<file path="config.mk">
export PLATFORM = sky130hd
export DESIGN_NAME = credit_change_ctrl_flat
export DESIGN_NICKNAME = d
export VERILOG_FILES = /design/src/rtl/credit_change_ctrl_if.sv /design/src/rtl/credit_change_ctrl.sv /design/src/flat_wrapper.sv
export SDC_FILE = /design/constraint.sdc
export NUM_CORES = 1
export LEC_CHECK = 0
export ABC_AREA = 0
export ABC_CLOCK_PERIOD_IN_PS = 2300
export BUFFER_PORTS_ARGS = -buffer_cell sky130_fd_sc_hd__buf_2
export CAP_MARGIN = 20
export CORE_MARGIN = 3
export CORE_UTILIZATION = 27
export DETAILED_ROUTE_END_ITERATION = 8
export PLACE_DENSITY_LB_ADDON = 0.2
export SLEW_MARGIN = 40
export SYNTH_ARGS = -nofsm -noshare
export SYNTH_HDL_FRONTEND = slang
export SYNTH_SLANG_ARGS = --single-unit
</file>
<file path="constraint.sdc">
create_clock -name CLK -period 2.3 [get_ports CLK]
set_input_delay 0.345 -clock CLK [delete_from_list [all_inputs] [get_ports CLK]]
set_output_delay 0.345 -clock CLK [all_outputs]
set_load 0.005 [all_outputs]
</file>
<file path="src/rtl/credit_change_ctrl_if.sv">
// credit_change_ctrl_if
// Groups the event inputs, credit feedback, vend pulses and the change
// dispenser handshake of credit_change_ctrl.
//   slave  : the controller side (credit_change_ctrl)
//   master : the environment side (next-state logic, user events, dispenser)
// Signals:
//   EVT_VALID, PRODUCT[1:0], COIN[1:0] : user event strobe and payload
//   NEXT[3:0]    : next credit computed by the next-state logic
//   CURRENT[3:0] : registered credit fed back to the next-state logic
//   VEND_15, VEND_40 : one-cycle vend pulses
//   CHG_REQ, CHG_COIN[1:0], CHG_ACK : four-phase change-coin handshake
//   BUSY, EVT_DROP : controller busy flag and dropped-event pulse
interface credit_change_ctrl_if;
  logic       EVT_VALID;
  logic [1:0] PRODUCT;
  logic [1:0] COIN;
  logic [3:0] NEXT;
  logic       CHG_ACK;
  logic [3:0] CURRENT;
  logic       VEND_15;
  logic       VEND_40;
  logic       CHG_REQ;
  logic [1:0] CHG_COIN;
  logic       BUSY;
  logic       EVT_DROP;

  modport slave (
    input  EVT_VALID, PRODUCT, COIN, NEXT, CHG_ACK,
    output CURRENT, VEND_15, VEND_40, CHG_REQ, CHG_COIN, BUSY, EVT_DROP
  );

  modport master (
    output EVT_VALID, PRODUCT, COIN, NEXT, CHG_ACK,
    input  CURRENT, VEND_15, VEND_40, CHG_REQ, CHG_COIN, BUSY, EVT_DROP
  );
endinterface

</file>
<file path="src/rtl/credit_change_ctrl.sv">
// credit_change_ctrl
// Credit register stage of the vending machine. Loads NEXT on accepted user
// events (bounded by CREDIT_MAX), flags vends, and on a return-change request
// pays the captured credit out greedily (25c/10c/5c) over a four-phase
// handshake with the change dispenser. Credit is in 5-cent units.
// Ports:
//   CLK    : system clock, rising edge
//   RESETN : asynchronous active-low reset
//   bus    : credit_change_ctrl_if.slave (events, credit, vend, change handshake)
// All outputs are registered.
module credit_change_ctrl #(
  parameter logic [3:0] CREDIT_MAX = 4'hC
) (
  input logic                  CLK,
  input logic                  RESETN,
  credit_change_ctrl_if.slave  bus
);

  typedef enum logic [1:0] {
    IDLE     = 2'd0,
    DISPENSE = 2'd1,
    RELEASE  = 2'd2
  } state_t;

  state_t     state_q;
  logic [3:0] cur_q;
  logic [3:0] rem_q;
  logic       vend15_q;
  logic       vend40_q;
  logic       req_q;
  logic [1:0] coin_q;
  logic       busy_q;
  logic       drop_q;

  // Greedy coin choice; never exceeds the amount it is given (for v != 0).
  function automatic logic [1:0] pick_coin(input logic [3:0] v);
    if (v >= 4'd5)      return 2'b11;
    else if (v >= 4'd2) return 2'b10;
    else                return 2'b01;
  endfunction

  function automatic logic [3:0] coin_units(input logic [1:0] c);
    case (c)
      2'b11:   return 4'd5;
      2'b10:   return 4'd2;
      2'b01:   return 4'd1;
      default: return 4'd0;
    endcase
  endfunction

  always_ff @(posedge CLK or negedge RESETN) begin
    if (!RESETN) begin
      state_q  <= IDLE;
      cur_q    <= '0;
      rem_q    <= '0;
      vend15_q <= 1'b0;
      vend40_q <= 1'b0;
      req_q    <= 1'b0;
      coin_q   <= '0;
      busy_q   <= 1'b0;
      drop_q   <= 1'b0;
    end else begin
      vend15_q <= 1'b0;
      vend40_q <= 1'b0;
      drop_q   <= 1'b0;
      case (state_q)
        IDLE: begin
          if (bus.EVT_VALID) begin
            if (bus.PRODUCT == 2'b11) begin
              cur_q <= '0;
              rem_q <= cur_q;
              // CHG_COIN is chosen on entry so it is stable for the whole request.
              if (cur_q != '0) begin
                state_q <= DISPENSE;
                busy_q  <= 1'b1;
                req_q   <= 1'b1;
                coin_q  <= pick_coin(cur_q);
              end
            end else begin
              if (bus.NEXT <= CREDIT_MAX) cur_q <= bus.NEXT;
              // Vend decision is made on the credit held before this event.
              vend15_q <= (bus.PRODUCT == 2'b01) && (cur_q >= 4'h3);
              vend40_q <= (bus.PRODUCT == 2'b10) && (cur_q >= 4'h8);
            end
          end
        end
        DISPENSE: begin
          drop_q <= bus.EVT_VALID;
          if (bus.CHG_ACK) begin
            rem_q   <= rem_q - coin_units(coin_q);
            req_q   <= 1'b0;
            coin_q  <= '0;
            state_q <= RELEASE;
          end
        end
        RELEASE: begin
          drop_q <= bus.EVT_VALID;
          if (!bus.CHG_ACK) begin
            if (rem_q != '0) begin
              state_q <= DISPENSE;
              req_q   <= 1'b1;
              coin_q  <= pick_coin(rem_q);
            end else begin
              state_q <= IDLE;
              busy_q  <= 1'b0;
            end
          end
        end
        default: begin
          state_q <= IDLE;
          busy_q  <= 1'b0;
          req_q   <= 1'b0;
          coin_q  <= '0;
        end
      endcase
    end
  end

  assign bus.CURRENT  = cur_q;
  assign bus.VEND_15  = vend15_q;
  assign bus.VEND_40  = vend40_q;
  assign bus.CHG_REQ  = req_q;
  assign bus.CHG_COIN = coin_q;
  assign bus.BUSY     = busy_q;
  assign bus.EVT_DROP = drop_q;

endmodule

</file>
<file path="src/flat_wrapper.sv">
// flat-port wrapper written by rule: the top's interface ports become plain ports
module credit_change_ctrl_flat 
#(
  parameter logic [3:0] CREDIT_MAX = 4'hC
)
  (CLK, RESETN, bus_EVT_VALID, bus_PRODUCT, bus_COIN, bus_NEXT, bus_CHG_ACK, bus_CURRENT, bus_VEND_15, bus_VEND_40, bus_CHG_REQ, bus_CHG_COIN, bus_BUSY, bus_EVT_DROP);
  credit_change_ctrl_if bus_i ();
  input logic CLK;
  input logic RESETN;
  input wire logic [$bits(bus_i.EVT_VALID)-1:0] bus_EVT_VALID;
  input wire logic [$bits(bus_i.PRODUCT)-1:0] bus_PRODUCT;
  input wire logic [$bits(bus_i.COIN)-1:0] bus_COIN;
  input wire logic [$bits(bus_i.NEXT)-1:0] bus_NEXT;
  input wire logic [$bits(bus_i.CHG_ACK)-1:0] bus_CHG_ACK;
  output wire logic [$bits(bus_i.CURRENT)-1:0] bus_CURRENT;
  output wire logic [$bits(bus_i.VEND_15)-1:0] bus_VEND_15;
  output wire logic [$bits(bus_i.VEND_40)-1:0] bus_VEND_40;
  output wire logic [$bits(bus_i.CHG_REQ)-1:0] bus_CHG_REQ;
  output wire logic [$bits(bus_i.CHG_COIN)-1:0] bus_CHG_COIN;
  output wire logic [$bits(bus_i.BUSY)-1:0] bus_BUSY;
  output wire logic [$bits(bus_i.EVT_DROP)-1:0] bus_EVT_DROP;
  assign bus_i.EVT_VALID = bus_EVT_VALID;
  assign bus_i.PRODUCT = bus_PRODUCT;
  assign bus_i.COIN = bus_COIN;
  assign bus_i.NEXT = bus_NEXT;
  assign bus_i.CHG_ACK = bus_CHG_ACK;
  assign bus_CURRENT = bus_i.CURRENT;
  assign bus_VEND_15 = bus_i.VEND_15;
  assign bus_VEND_40 = bus_i.VEND_40;
  assign bus_CHG_REQ = bus_i.CHG_REQ;
  assign bus_CHG_COIN = bus_i.CHG_COIN;
  assign bus_BUSY = bus_i.BUSY;
  assign bus_EVT_DROP = bus_i.EVT_DROP;
  credit_change_ctrl #(.CREDIT_MAX(CREDIT_MAX)) u_core (.CLK(CLK), .RESETN(RESETN), .bus(bus_i));
endmodule
</file>
* Word-level counts from Yosys, hierarchy flattened
Cells that the tools add are included.
** Storage, ports and cells
- Word-level logic and storage cells :: 90
- Register bits :: 17
- Bits of input ports :: 12
** Operators by class
- Muxes and demuxes :: 44
- Bitwise gates (word level) :: 1
- Order comparisons :: 7
- $add $sub $neg :: 1
- Equal/unequal tests :: 15
- Reductions and logical operators :: 13
** Operators by type and width (number)
- $mux W2 :: 15
- $mux W4 :: 7
- $mux W1 :: 16
- $ge A4 B2 Y1 const B :: 3
- $pmux W2 S3 :: 2
- $reduce_and A6 Y1 :: 2
- $eq A2 B2 Y1 const B :: 5
- $pmux W3 S3 :: 1
- $ge A4 B3 Y1 const B :: 2
- $ne A2 B2 Y1 const B :: 4
- $pmux W4 S2 :: 1
- $reduce_bool A4 Y1 :: 2
- $eq A2 B1 Y1 const B :: 3
- $ne A2 B1 Y1 const B :: 3
- $pmux W1 S3 :: 2
- $reduce_and A5 Y1 :: 1
- $ge A4 B4 Y1 const B :: 1
- $le A4 B4 Y1 const B :: 1
- $reduce_and A4 Y1 :: 1
- $reduce_bool A2 Y1 :: 2
- $sub A4 B4 Y4 :: 1
- $reduce_and A3 Y1 :: 1
- $logic_and A1 B1 Y1 :: 2
- $logic_not A2 Y1 :: 1
- 2 further kinds :: 2

* Depth between registers and ports, before layout
Gate-level depths: netlist (run 1).
- Word-level depth :: 7
- Gate-level depth with buffers :: 7
- Depth with buffers taken out :: 6

* Worst setup path before layout (run 1)
OpenSTA, ideal clock, no wires.
- Kind :: reg-to-reg
- Start :: reg u_core.state_q[1]
- End :: reg u_core.coin_q[0], in the netlist u_core.bus.CHG_COIN[0]
- Data arrival time :: 1.522 ns
- Slack :: 0.653 ns
- Path buffers :: 1
- Stages on the path, launching flop included :: 8
- Library setup time :: 0.125 ns
- Path through :: dfrtp_1 > inv_1 > ha_1 > buf_6 > nor2b_1 > a21oi_2 > nand3_1 > mux2_2
** Between the ends
- Longest elaborated chain between the ends :: 3
** RTL lines
- from (decl) :: line credit_change_ctrl.sv:25 : state_t state_q;
- from (signal assigned) :: line credit_change_ctrl.sv:53 : state_q <= IDLE;
- from (signal assigned) :: line credit_change_ctrl.sv:74 : state_q <= DISPENSE;
- from (signal assigned) :: line credit_change_ctrl.sv:93 : state_q <= RELEASE;
- $eq A2 B2 Y1, or another cell as far along :: line credit_change_ctrl.sv:66 : case (state_q)
- $ne A2 B1 Y1 (no source line) or $ne A2 B2 Y1 (tied branches)
- $reduce_and A6 Y1 (no source line)
- to (signal assigned) :: line credit_change_ctrl.sv:77 : coin_q <= pick_coin(cur_q);
- to (signal assigned) :: line credit_change_ctrl.sv:102 : coin_q <= pick_coin(rem_q);
- to (decl) :: line credit_change_ctrl.sv:31 : logic [1:0] coin_q;
Parallel ways exist; a longest one is shown, timed or not.
A chain may end at the register's enable or synchronous reset.

* Worst setup path after layout (run 1)
Same ends and word-level chain as after synthesis.

==> results of run 1 <==
-- where the power goes --
group | leakage [nW] | total, W | switching (W) | internal [W]
registers | 0.211 | 0.000582 | 0.000148 | 0.000434
logic | 0.358 | 0.000964 | 0.000513 | 0.000451
clock network | 0.0228 | 0.000230 | 0.000107 | 0.000123
-- worst max-delay path: cells and delay by family, from the launching register on --
kind | cells | cell delay, ps
adder cells (fa/ha/maj) | 1 | 400
multiplexers | 1 | 340
AND/OR/NAND/NOR | 2 | 470
flip-flops | 1 | 420
AO/OA/AOI/OAI | 1 | 80
buffers and inverters | 1 | 110
-- per-stage QoR --
step	total power, W	std cells	util [%]	area [sq um]
CTS	0.001800	182	33.49	1254
global route	0.001982	182	33.49	1254
global placement	0.001545	178	32.29	1209
floorplan	0.001288	112	-	1065
finish	0.001776	182	33.49	1254
detailed placement	0.001564	178	32.29	1209
-- cell usage in the layout, fill, tap and decap left out, types with 3 or more instances in the layout --
master	Yosys	final
dfrtp_1	17	17
nand2b_1	3	3
a21oi_1	7	7
inv_1	13	13
mux2i_1	3	3
nand2_1	11	11
nor2_1	5	5
clkbuf_8	0	3
nand3_1	5	5
ha_1	8	8
nor2b_1	3	3
buf_2	1	20
a31oi_1	3	3
o21ai_1	4	4
-- state kept, by name, indices dropped and copies added, names as in the netlist --
| name | flops |
|---|---|
| u_core.bus.BUSY | 1 |
| u_core.bus.CHG_COIN | 2 |
| u_core.bus.CHG_REQ | 1 |
| u_core.bus.CURRENT | 4 |
| u_core.bus.EVT_DROP | 1 |
| u_core.bus.VEND_15 | 1 |
| u_core.bus.VEND_40 | 1 |
| u_core.rem_q | 4 |
| u_core.state_q | 2 |
-- cell usage after synthesis, types with 2 or more instances --
library cell / count / share of area, %
a31oi_1: 3 / 1.8
a211o_1: 2 / 1.6
dfrtp_1: 17 / 40
inv_1: 13 / 4.6
nand2_1: 11 / 3.9
mux2i_1: 3 / 2.8
o21ai_1: 4 / 1.9
mux2_1: 2 / 2.1
nor3_1: 2 / 0.94
o21ai_0: 2 / 0.94
nand3_1: 5 / 2.3
a21oi_2: 2 / 1.6
a21oi_1: 7 / 3.3
nor2b_1: 3 / 1.8
nor2_1: 5 / 1.8
nand2b_1: 3 / 1.8
ha_1: 8 / 9.4
-- routing by layer --
| layer | vias to the layer above | track usage, % | wire length, um |
|---|---|---|---|
| li1 | 440 | - | - |
| met1 | 382 | 15.94 | 1228 |
| met2 | 19 | 17.88 | 987 |
| met3 | 4 | 1.945 | 98 |
| met4 | 0 | 4.380 | 34 |
| met5 | - | 0 | 0 |
-- path summary, 6_finish.rpt --
check / cells after the start / start / slack (ps) / to
setup / recovery: 6 / u_core.state_q[1] / 370 / u_core.bus.CHG_COIN[0]
hold / removal: 1 / RESETN / 2 / u_core.bus.EVT_DROP
max in group asynchronous: 1 / RESETN / 2020 / u_core.rem_q[3]
min in group CLK: 2 / bus_PRODUCT[0] / 300 / u_core.bus.VEND_40
hold reg to reg: 2 / u_core.bus.CHG_REQ / 530 / u_core.bus.CHG_REQ
setup reg to reg: 6 / u_core.state_q[1] / 370 / u_core.bus.CHG_COIN[0]
-- cell type report --
cell class | count | area, sq um
Clock buffer | 4 | 45.04
Fill cell | 414 | 2490
Inverter | 13 | 48.80
Multi-Input combinational cell | 80 | 574.3
Sequential cell | 17 | 425.4
Tap cell | 48 | 60.06
Timing Repair Buffer | 20 | 100.1
-- cells by family after synthesis --
logic type,synth area share [%]
AND/OR/NAND/NOR,18.57
AO/OA/AOI/OAI,17.28
flip-flops,39.95
buffers and inverters,6.110
adder cells (fa/ha/maj),11.28
multiplexers,5.993
XOR/XNOR,0.8227
==> impl_metrics.json, run 1 <==
{
  "run_status": "complete, no violations",
  "max_stage_delay_ps": 420,
  "antenna_cells": 0,
  "cp_cell_sequence": "inv_1 -> ha_1 -> nor2b_1 -> a21oi_2 -> nand3_1 -> mux2_2",
  "cp-end-kind": "flop",
  "grt_pass1_vias": 851,
  "antenna_found_initial": 0,
  "yosys_warnings": 0,
  "nNetsFinal": 156,
  "whs_ps": 2.243,
  "initial_core_util_pct": 28.44,
  "pin_count": 23,
  "avgRoutedWirePerCell_um": 12.90,
  "dp_hpwl_mm": 1.830,
  "cts.path.max_buffers": 2,
  "synth_fp_nets": 133,
  "slew_violations": 0,
  "path_clk_slew_ps": 70,
  "htree_num_levels": 1,
  "core_sq_um": 3744,
  "drt_iter0_markers": 27,
  "dieArea_sq_um": 4733,
  "synth_cell_types": 37,
  "cp-start-kind": "flop",
  "cap_violations": 0,
  "crit_type": "reg -> reg",
  "required_ps": 2440,
  "setup_ws_ps": 371.7,
  "placement.io_buffers": 20,
  "arrival_ps": 2070,
  "grt_usage_pct": 11.52,
  "syn_avg_cell_area_sq_um": 9.507,
  "drt-total-wl_mm": 2.348,
  "ys_ff_latch": 17,
  "dieWidth_um": 68.80,
  "cts_tree": "built",
  "finalHoldViolCount": 0,
  "worst_pin_slew_ps": 450.1,
  "async_flop_share_pct": 100.0,
  "die_h_um": 68.80,
  "postSynthCellCount": 112,
  "period_share_pct": 83.84,
  "grt_max_degree": 18,
  "post_cts_resized": 0,
  "setup-tns-final_ps": 0,
  "cts_setup_buffers": 0,
  "insertion_delay_ps": 250,
  "drt-vias-per-instance": 4.643,
  "grt_pass1_wl_mm": 4.022,
  "via_count": 845,
  "fmax_mhz": 518.6,
  "synth_edf_count": 0,
  "fp-row-count": 22,
  "area_growth_pct": 17.74,
  "final_layout_size_suffix_gt1_share_pct": 20.90,
  "p_leak_nw": 0.5923,
  "ys_seq_area_share_pct": 39.95,
  "min_period_ps": 1928,
  "synth-main-ff-cell": "dfrtp_1",
  "firstDrtPassIters": 4,
  "drc_errors": 0,
  "place_congestion": 0.7364,
  "skew_ps": 1.952,
  "numCtsBuffers": 3,
  "peakVddDrop_uv": 449.3,
  "cts_root_buf": "clkbuf_8",
  "path_max_fanout": 10,
  "grt_overflow": 0,
  "finalSetupViolations": 0,
  "rsz0062_at_grt": "no",
  "post-place-ws_ps": 369.2,
  "powerDensity_nw_per_um2": 1416,
  "ctsHoldBuffers": 0,
  "relSlewSlack_pct": 69.86,
  "cts_sinks": 17,
  "hold_class": "in -> async",
  "cp_slowest_cell": "dfrtp_1",
  "ant_nets": 0,
  "synth.cell_area_sq_um": 1065
}
(Power assumes the default switching activity.)
==> inputs of run 2 (changes only) <==
--- a/config.mk
+++ b/config.mk
@@ -6,7 +6,7 @@
 export NUM_CORES = 1
 export LEC_CHECK = 0
 export ABC_AREA = 0
-export ABC_CLOCK_PERIOD_IN_PS = 2300
+export ABC_CLOCK_PERIOD_IN_PS = 1600
 export BUFFER_PORTS_ARGS = -buffer_cell sky130_fd_sc_hd__buf_2
 export CAP_MARGIN = 20
 export CORE_MARGIN = 3
==> constraint.sdc (replaced) <==
create_clock -name CLK -period 1.6 [get_ports CLK]
set_input_delay 0.24 -clock CLK [delete_from_list [all_inputs] [get_ports CLK]]
set_output_delay 0.24 -clock CLK [all_outputs]
set_load 0.005 [all_outputs]
==> run 2 against run 1 <==
Against the previous run:
- power increased by 69%
- non-clock buffer count up 15
- clock-buffer cell count did not move
- clock skew rose by 1.5 ps
- worst hold slack improved by 190 ps
- sequential cell count stayed put
- first-iteration DRC count is 11% lower
- setup slack worse by 320 ps
- largest cell class unchanged
- utilization grew 4.7 points
- die area did not move
- maximum frequency rose by 25%
- critical endpoint is now u_core.rem_q[3]
- largest power group unchanged
==> impl_metrics.json, run 2 (synthesized netlist as in run 1, its figures left out) <==
{
  "ant_nets": 0,
  "drt-total-wl_mm": 2.541,
  "grt_max_degree": 18,
  "required_ps": 1750,
  "whs_ps": 187.4,
  "core_sq_um": 3744,
  "slew_violations": 0,
  "arrival_ps": 1700,
  "layout_commonest_cell": "buf_2",
  "peakVddDrop_uv": 566.1,
  "grt_overflow": 0,
  "numCtsBuffers": 3,
  "r2r_end": "u_core.rem_q[3]",
  "crit_path_end": "u_core.rem_q[3]",
  "setup_ws_ps": 52.18,
  "dieWidth_um": 68.80,
  "skew_ps": 3.410,
  "firstDrtPassIters": 4,
  "relSlewSlack_pct": 73.99,
  "pin_count": 23,
  "run_status": "complete, no violations",
  "path_clk_slew_ps": 70,
  "placement.io_buffers": 20,
  "avgRoutedWirePerCell_um": 12.90,
  "dieArea_sq_um": 4733,
  "period_share_pct": 96.74,
  "post-route-util_pct": 38.24,
  "hold_depth": 2,
  "cap_violations": 0,
  "grt_pass1_wl_mm": 4.050,
  "cp-start-kind": "flop",
  "p_leak_nw": 0.6769,
  "final_cell_mix": "20 x buf_2, 17 x dfrtp_1, 13 x inv_1",
  "multi_input_area_sq_um": 629.4,
  "rsz0062_at_grt": "yes",
  "hold_class": "in -> reg",
  "die_h_um": 68.80,
  "finalSetupViolations": 0,
  "crit_path_start": "u_core.bus.CHG_COIN[1]",
  "num-fill-cells": 395,
  "dp_hpwl_mm": 1.938,
  "finalHoldViolCount": 0,
  "crit_type": "reg -> reg",
  "dp_cells": 189,
  "grt_usage_pct": 12.00,
  "fmax_mhz": 646.1,
  "cts_root_buf": "clkbuf_8",
  "powerDensity_nw_per_um2": 2102,
  "drt-vias-per-instance": 4.675,
  "r2r_start": "u_core.bus.CHG_COIN[1]",
  "fp-row-count": 22,
  "post-place-ws_ps": -44.18,
  "reg2regPathDepth": 6,
  "worst_pin_slew_ps": 386.6,
  "cts.path.max_buffers": 2,
  "grt_pass1_vias": 900,
  "min_period_ps": 1548,
  "cp-end-kind": "flop",
  "cts_sinks": 17,
  "initial_core_util_pct": 28.44,
  "seqCellArea_sq_um": 425.4,
  "setup-tns-final_ps": 0,
  "antenna_cells": 0,
  "drc_errors": 0,
  "drt_iter0_markers": 24,
  "final_layout_size_suffix_gt1_share_pct": 33.56,
  "nNetsFinal": 171,
  "path_max_fanout": 3,
  "htree_num_levels": 1,
  "via_count": 921,
  "cts_tree": "built",
  "r2r_setup_slack_ps": 50,
  "area_growth_pct": 34.43,
  "insertion_delay_ps": 260,
  "layout.cells.non_filler": 197,
  "place_congestion": 0.7868,
  "antenna_found_initial": 0
}
## run 2: cell types whose count changed in the layout (fill, tap and decap cells not counted), sizes merged
cell         previous run  this run
buf                    20        34
dlygate4sd3             0         1
## run 2: critical path, stage by stage, from the launching register on
cell and delay, ps:
dfrtp_1 390, buf_4 140, nand2_1 50, ha_1 330, o21ai_1 110, o2bb2ai_1 140, a211o_1 280
## run 2: routing by layer
metal  GRT usage [%]  wire length (um)  part of all wire, %
met5               0                 0                    0
met4           8.516                73                  2.9
met3           2.107                98                  3.9
met2           18.47              1157                   46
met1           15.05              1211                   48
## run 2: worst min path at each step
stage | startpoint | slack [ps] | endpoint
final | bus_PRODUCT[0] | 190 | u_core.bus.VEND_40
after global routing | bus_PRODUCT[0] | 200 | u_core.bus.VEND_40
after CTS | bus_PRODUCT[0] | 180 | u_core.bus.VEND_40
after detailed placement | RESETN | 200 | u_core.bus.CURRENT[2]
after global placement | RESETN | 200 | u_core.bus.CURRENT[2]
after floorplan | RESETN | -60 | u_core.bus.BUSY
## run 2: metrics by stage
stage          cell area, sq um  total power (W)
6_report                   1431         0.003009
2_1_floorplan              1067         0.001854
3_5_place_dp               1294         0.002449
5_1_grt                    1431         0.003286
3_3_place_gp               1294         0.002424
4_1_cts                    1354         0.002829
## run 2: power by group
group | switching (W) | total [W] | internal, W
Clock | 0.000165 | 0.000343 | 0.000178
Sequential | 0.000177 | 0.000800 | 0.000624
Combinational | 0.000887 | 0.00187 | 0.000978
Total | 0.00123 | 0.00301 | 0.00178
## run 2: layout make-up
type	count	area share, %
multi-input cells	80	43.97
flip-flops and latches	17	29.72
repair buffers	35	15.56
well taps	48	4.196
inverters	13	3.409
clock buffers	4	3.147
## run 2: timing repair
| action | CTS | global route |
|---|---|---|
| hold endpoints to repair | 17 | 0 |
| pin swaps | 1 | 5 |
| gates resized for setup | 3 | 9 |
| setup endpoints to repair | 4 | 10 |
| setup buffers | 0 | 3 |
| hold buffers | 1 | 0 |
